===== src/rtl/alu_req_sequencer.sv =====
// Two-port request sequencer that lets two masters share one registered-output 8-bit ALU.
// Define ALU_SEQ_RR_EN for round-robin arbitration; otherwise port 0 has fixed priority.
module alu_req_sequencer #(
  parameter logic [3:0] IDLE_OP = 4'b1111
) (
  input  logic        clk,
  input  logic        rst,
  input  logic        req0_valid,
  output logic        req0_ready,
  input  logic [3:0]  req0_op,
  input  logic [7:0]  req0_a,
  input  logic [7:0]  req0_b,
  input  logic        req1_valid,
  output logic        req1_ready,
  input  logic [3:0]  req1_op,
  input  logic [7:0]  req1_a,
  input  logic [7:0]  req1_b,
  output logic        rsp_valid,
  input  logic        rsp_ready,
  output logic        rsp_id,
  output logic [7:0]  rsp_result,
  output logic [15:0] rsp_product,
  output logic        rsp_of,
  output logic        rsp_zero,
  output logic        rsp_slt,
  output logic        rsp_err,
  output logic [3:0]  alu_op,
  output logic [7:0]  alu_a,
  output logic [7:0]  alu_b,
  input  logic [7:0]  alu_result,
  input  logic [15:0] alu_product,
  input  logic        alu_of,
  input  logic        alu_zero,
  input  logic        alu_slt
);

  // state | meaning
  // IDLE  | ALU parked on IDLE_OP, arbiter may grant one port
  // EXEC  | operands on the ALU, ALU registers its result at this edge
  // CAPT  | operands still held (flags use live inputs), response captured at this edge
  // RESP  | response presented until rsp_ready
  typedef enum logic [1:0] {IDLE, EXEC, CAPT, RESP} state_t;

  state_t     state;
  logic       id_q;
  logic       err_q;
  logic       grant_id;
  logic       accept_en;
  logic       accept;
  logic [3:0] sel_op;
  logic [7:0] sel_a;
  logic [7:0] sel_b;

`ifdef ALU_SEQ_RR_EN
  logic rr_ptr;
  assign grant_id = (req0_valid && req1_valid) ? rr_ptr : req1_valid;
`else
  assign grant_id = !req0_valid;
`endif

  assign accept_en  = (state == IDLE) && !rst;
  assign req0_ready = accept_en && req0_valid && !grant_id;
  assign req1_ready = accept_en && req1_valid && grant_id;
  assign accept     = req0_ready || req1_ready;

  assign sel_op = grant_id ? req1_op : req0_op;
  assign sel_a  = grant_id ? req1_a  : req0_a;
  assign sel_b  = grant_id ? req1_b  : req0_b;

  always_ff @(posedge clk) begin
    if (rst) begin
      state       <= IDLE;
      rsp_valid   <= 1'b0;
      rsp_id      <= 1'b0;
      rsp_result  <= 8'h00;
      rsp_product <= 16'h0000;
      rsp_of      <= 1'b0;
      rsp_zero    <= 1'b0;
      rsp_slt     <= 1'b0;
      rsp_err     <= 1'b0;
      alu_op      <= IDLE_OP;
      alu_a       <= 8'h00;
      alu_b       <= 8'h00;
      id_q        <= 1'b0;
      err_q       <= 1'b0;
`ifdef ALU_SEQ_RR_EN
      rr_ptr      <= 1'b0;
`endif
    end else begin
      case (state)
        IDLE: begin
          if (accept) begin
            alu_op <= sel_op;
            alu_a  <= sel_a;
            alu_b  <= sel_b;
            id_q   <= grant_id;
            err_q  <= (sel_op > 4'b1011);
            state  <= EXEC;
`ifdef ALU_SEQ_RR_EN
            rr_ptr <= !grant_id;
`endif
          end
        end
        EXEC: state <= CAPT;
        CAPT: begin
          rsp_valid   <= 1'b1;
          rsp_id      <= id_q;
          rsp_result  <= alu_result;
          rsp_product <= alu_product;
          rsp_of      <= alu_of;
          rsp_zero    <= alu_zero;
          rsp_slt     <= alu_slt;
          rsp_err     <= err_q;
          alu_op      <= IDLE_OP;
          alu_a       <= 8'h00;
          alu_b       <= 8'h00;
          state       <= RESP;
        end
        RESP: begin
          if (rsp_ready) begin
            rsp_valid <= 1'b0;
            state     <= IDLE;
          end
        end
        default: state <= IDLE;
      endcase
    end
  end

endmodule


===== config.mk =====
export PLATFORM = sky130hd
export DESIGN_NAME = alu_req_sequencer
export DESIGN_NICKNAME = d
export VERILOG_FILES = /design/src/rtl/alu_req_sequencer.sv
export SDC_FILE = /design/constraint.sdc
export NUM_CORES = 1
export LEC_CHECK = 0
export BUFFER_PORTS_ARGS = -buffer_cell sky130_fd_sc_hd__buf_4
export CAP_MARGIN = 30
export CORE_UTILIZATION = 39
export DETAILED_ROUTE_END_ITERATION = 10
export PLACE_DENSITY = 0.74
export SYNTH_ARGS = -nofsm -noshare
export SYNTH_HDL_FRONTEND = slang
export SYNTH_SLANG_ARGS = --single-unit

===== constraint.sdc =====
create_clock -name clk -period 3.2 [get_ports clk]
set_input_delay 0.64 -clock clk [delete_from_list [all_inputs] [get_ports clk]]
set_output_delay 0.64 -clock clk [all_outputs]
set_load 0.03 [all_outputs]

[After elaboration in Yosys (flattened, before gate mapping)]
Cells that the tools add are included.
Storage, ports and cells
  register bits after elaboration: 54
  output and inout bits: 52
  word-level logic and storage cells: 49
Cells by class
  order comparisons: 1
  equality and inequality tests: 5
  muxes and demuxes: 14
  reductions and logical operators: 15
Operator list (count)
  $mux 8: 4
  $pmux 8 s2: 2
  $mux 4: 2
  $pmux 2 s4: 1
  $pmux 4 s2: 1
  $reduce_and 2->1: 4
  $logic_and 1x1->1: 5
  $eq 2x2->1 const B: 2
  $gt 4x4->1 const B: 1
  $mux 2: 2
  $ne 2x2->1 const B: 2
  $reduce_bool 2->1: 2
  $eq 2x1->1 const B: 1
  $logic_not 1->1: 2
  $logic_not 2->1: 1
  $pmux 1 s2: 1
  $logic_or 1x1->1: 1
  $mux 1: 1

[Depth between registers and ports, before layout]
  depth after elaboration: 7
  depth in mapped cells: 7
  mapped depth without buffers: 5

[Worst setup path after synthesis]
Ideal clock, no wire load.
  path kind: input port to output port
  start: input rst
  end: output req1_ready
  arrival time: 1649 ps
  required time: 2560 ps
  path slack: 911 ps
  cell stages on the path: 3
  cells stage by stage: nand2b_4 > buf_6 > nor3b_1
Between the ends
  word-level cells in the longest chain between the ends: 4
RTL lines
  from (decl): line 7  | input logic rst,
  $logic_not 1->1: line 61  | assign accept_en = (state == IDLE) && !rst;
  $logic_and 1x1->1: line 61
  $logic_and 1x1->1 (2 in series): line 63  | assign req1_ready = accept_en && req1_valid && grant_id;
  to (decl): line 14  | output logic req1_ready,
No other way between the ends.

[Worst setup path in the final report]
  start: register state[0]
  end: output req1_ready
Between the ends
  word-level cells in the longest chain between the ends: 4
RTL lines
  from (decl): line 44  | state_t state;
  from (signal assigned): line 72  | state <= IDLE;
  from (signal assigned): line 98  | state <= EXEC;
  from (signal assigned): line 104  | EXEC: state <= CAPT;
  $logic_not 2->1: line 61
  $logic_and 1x1->1: line 61
  $logic_and 1x1->1 (2 in series): line 63
No other way between the ends.

==> metrics.md <==
| Metric | Value |
|---|---|
| Layout Area Growth over Synthesis | `41.3%` |
| Total negative setup slack | `0 ns` |
| Main synth FF type | `dfxtp_1` |
| Wire per inst | `approximately 13 um` |
| Placed Cells incl. Taps | `420` |
| Synth area leader | `dfxtp_1` |
| H-tree depth | `2` |
| ANT cells | `0` |
| Critical Path Source Type | `flop` |
| Hold_buf cts | `0` |
| Multi-input gate area | `1180 um^2` |
| Final ANT Viol Nets | `0` |
| Final #Nets | `428` |
| VDD IR max | `between 0.0003 and 0.0004 V` |
| CP arrival | `1.78 ns` |
| DR vias/cell | `between 4 and 5` |
| Most frequent cells after synthesis | `dfxtp_1, mux2i_1, nor2_1` |
| Root Driver | `clkbuf_8` |
| CTS tree | `yes` |
| Fin cells | `428` |
| DR vias | `around 2100` |
| Drt total wl | `about 5700 um` |
| Asr flop ratio synth | `0` |
| WHS Path Cells | `2` |
| CORE AREA | `around 5900 um^2` |
| Synthesized instance count | `~240` |
| Vias in the first global route | `between 1500 and 2000` |
| Fin Hold WS | `~0.47 ns` |
| Most frequent cell after synthesis | `dfxtp_1` |
| Top cells by area in the synthesized netlist | `dfxtp_1, mux2i_1, or4_1, nor2_1, nand2b_1` |
| Leakage | `around 1.5 nW` |
| Final setup fails | `0` |
| Reg area | `1080 um^2` |
| HPWL after detailed placement | `4070 um` |
| Total iterations of the first detailed-routing run | `4` |
| Clock Path Buffers | `2` |
| Resize count post-CTS | `0` |
| YS warnings | `0` |
| Critical Path RT | `2.56 ns` |
| Slew HR | `0.578` |
| Crit Path Max Fanout | `21` |
| Clock buffer count from CTS | `5` |
| Average size of a mapped cell | `9.99 um^2` |
| Die extent in x | `between 80 and 90 um` |
| Status | `finished, final reports clean` |
| Hold Path Class | `flop to flop` |
| Final clock skew | `roughly 0.011 ns` |
| Max-cap viol count | `0` |
| Min cycle time layout | `about 2.4 ns` |
| Max Fclk | `between 0.4 and 0.5 GHz` |
| Sequential share of the synthesized area | `0.449` |
| Mapped cell area | `roughly 2400 um^2` |
| Iteration-0 DRC Markers | `67` |
| Largest net degree at the start of global routing | `59` |
| Initial core utilization | `0.407` |
| GPL Wtd Cong | `approximately 0.72` |
| Critical Path Sink Type | `output port` |
| R2R cell count | `5` |
| RSZ-0062 raised after global routing | `false` |
| First-pass GRT wire length | `8710 um` |
| Unique masters post-synth | `30` |
| Clock sinks | `54` |
| Die Area | `between 6000 and 7000 um^2` |
| Clk_lat worst skew | `0.32 ns` |
| Crit path kind | `flop to output port` |
| Site Rows | `28` |
| Initial antenna violation count | `0` |
| #FFs+latches synth | `54` |
| Share of layout cells above drive strength 1 | `0.385` |
| Final hold viol count | `0` |
| Pwr Density | `705 nW/um^2` |
| Tot GR Track Use | `0.174` |
| # port buffers | `~120` |
| # fillers | `560` |
| Die Ht | `around 80 um` |
| # IOs | `124` |
| Post-CTS Setup Repair Bufs | `0` |
| Clock transition at path regs | `0.10 ns` |
| Post-route DRC | `0` |
| Post-synthesis net count | `approximately 320` |
| Worst Tran Pin Value | `about 0.63 ns` |
| Post-synth EDFFs | `0` |
| Slew Viols, Final | `0` |
| Crit share post-route | `0.755` |
| Yosys top cell area share | `0.449` |
| Total gr overflow | `0` |
[through the flow]
step / util / worst slack, ns / power, mW / instance area [um^2]
CTS: 0.574 / 0.781 / 2.42 / 3400
finish: 0.574 / 0.783 / 2.40 / 3400
floorplan: - / 0.911 / 1.68 / 2410
global placement: 0.559 / 0.861 / 2.01 / 3310
detailed placement: 0.559 / 0.852 / 2.02 / 3310
global route: 0.574 / 0.653 / 2.54 / 3400
[power breakdown]
group	internal [mW]	total (mW)	switching, mW
clock	0.159	0.398	0.239
combinational	0.449	1.09	0.639
sequential	0.830	0.913	0.0837
[layout make-up]
cell class              instances  share of cell area
clock buffers                   5              0.0202
clock inverters                 3             0.00736
inverters                       4             0.00442
multi-input cells             162               0.347
flip-flops and latches         54               0.318
well taps                      75              0.0276
repair buffers                125               0.276
[worst paths after layout]
check | start | endpoint | slack, ns
worst max register to register | state[0]$_SDFFE_PP0P_ | alu_op[1]$_SDFFE_PP1P_ | 1.40
worst min register to register | alu_a[2]$_SDFFE_PP0P_ | alu_a[2]$_SDFFE_PP0P_ | 0.47
worst min-delay path | alu_a[2]$_SDFFE_PP0P_ | alu_a[2]$_SDFFE_PP0P_ | 0.47
worst max-delay path | state[0]$_SDFFE_PP0P_ | req1_ready | 0.78
[per-layer routing]
| layer | GRT usage | vias up | wire, um | share of wire |
|---|---|---|---|---|
| met5 | 0 | - | 0 | 0 |
| met3 | 0.0341 | 4 | 221 | 0.038 |
| met4 | 0.0554 | 0 | 51 | 0.0089 |
| met1 | 0.198 | 983 | 2440 | 0.42 |
| met2 | 0.321 | 49 | 3040 | 0.53 |
| li1 | - | 1071 | - | - |
[critical path: stages (launching register included)]
cell and delay [ns]:
dfxtp_1 0.33, inv_1 0.12, ha_1 0.39, nand2b_4 0.20, nor3b_1 0.24, buf_4 0.19
[cells in the final DEF, fill, tap and decap left out, types with 2 or more instances in the layout]
cell and n:
nor2_1 32, o21ai_0 10, a21oi_1 3, nor2b_1 2, mux2i_1 47, inv_1 4
mux2_1 3, o31a_1 3, nand2_1 3, clkbuf_8 5, o21ai_1 6, nand2b_1 18
a211oi_1 2, or4_1 19, dfxtp_1 54, ha_1 3, buf_4 125
[flip-flops by register name (all words and copies together) (netlist names)]
signal and count:
rsp_product 16, alu_a 8, alu_b 8, rsp_result 8
alu_op 4, state 2, err_q 1, id_q 1
rsp_err 1, rsp_id 1, rsp_of 1, rsp_slt 1
rsp_valid 1, rsp_zero 1
[kinds of logic after synthesis]
family,synth area share
simple gates,0.180
flops,0.449
mux,0.209
compound gates,0.0780
buf+inv,0.0624
fa+ha+maj,0.0208
(Power assumes the default switching activity.)
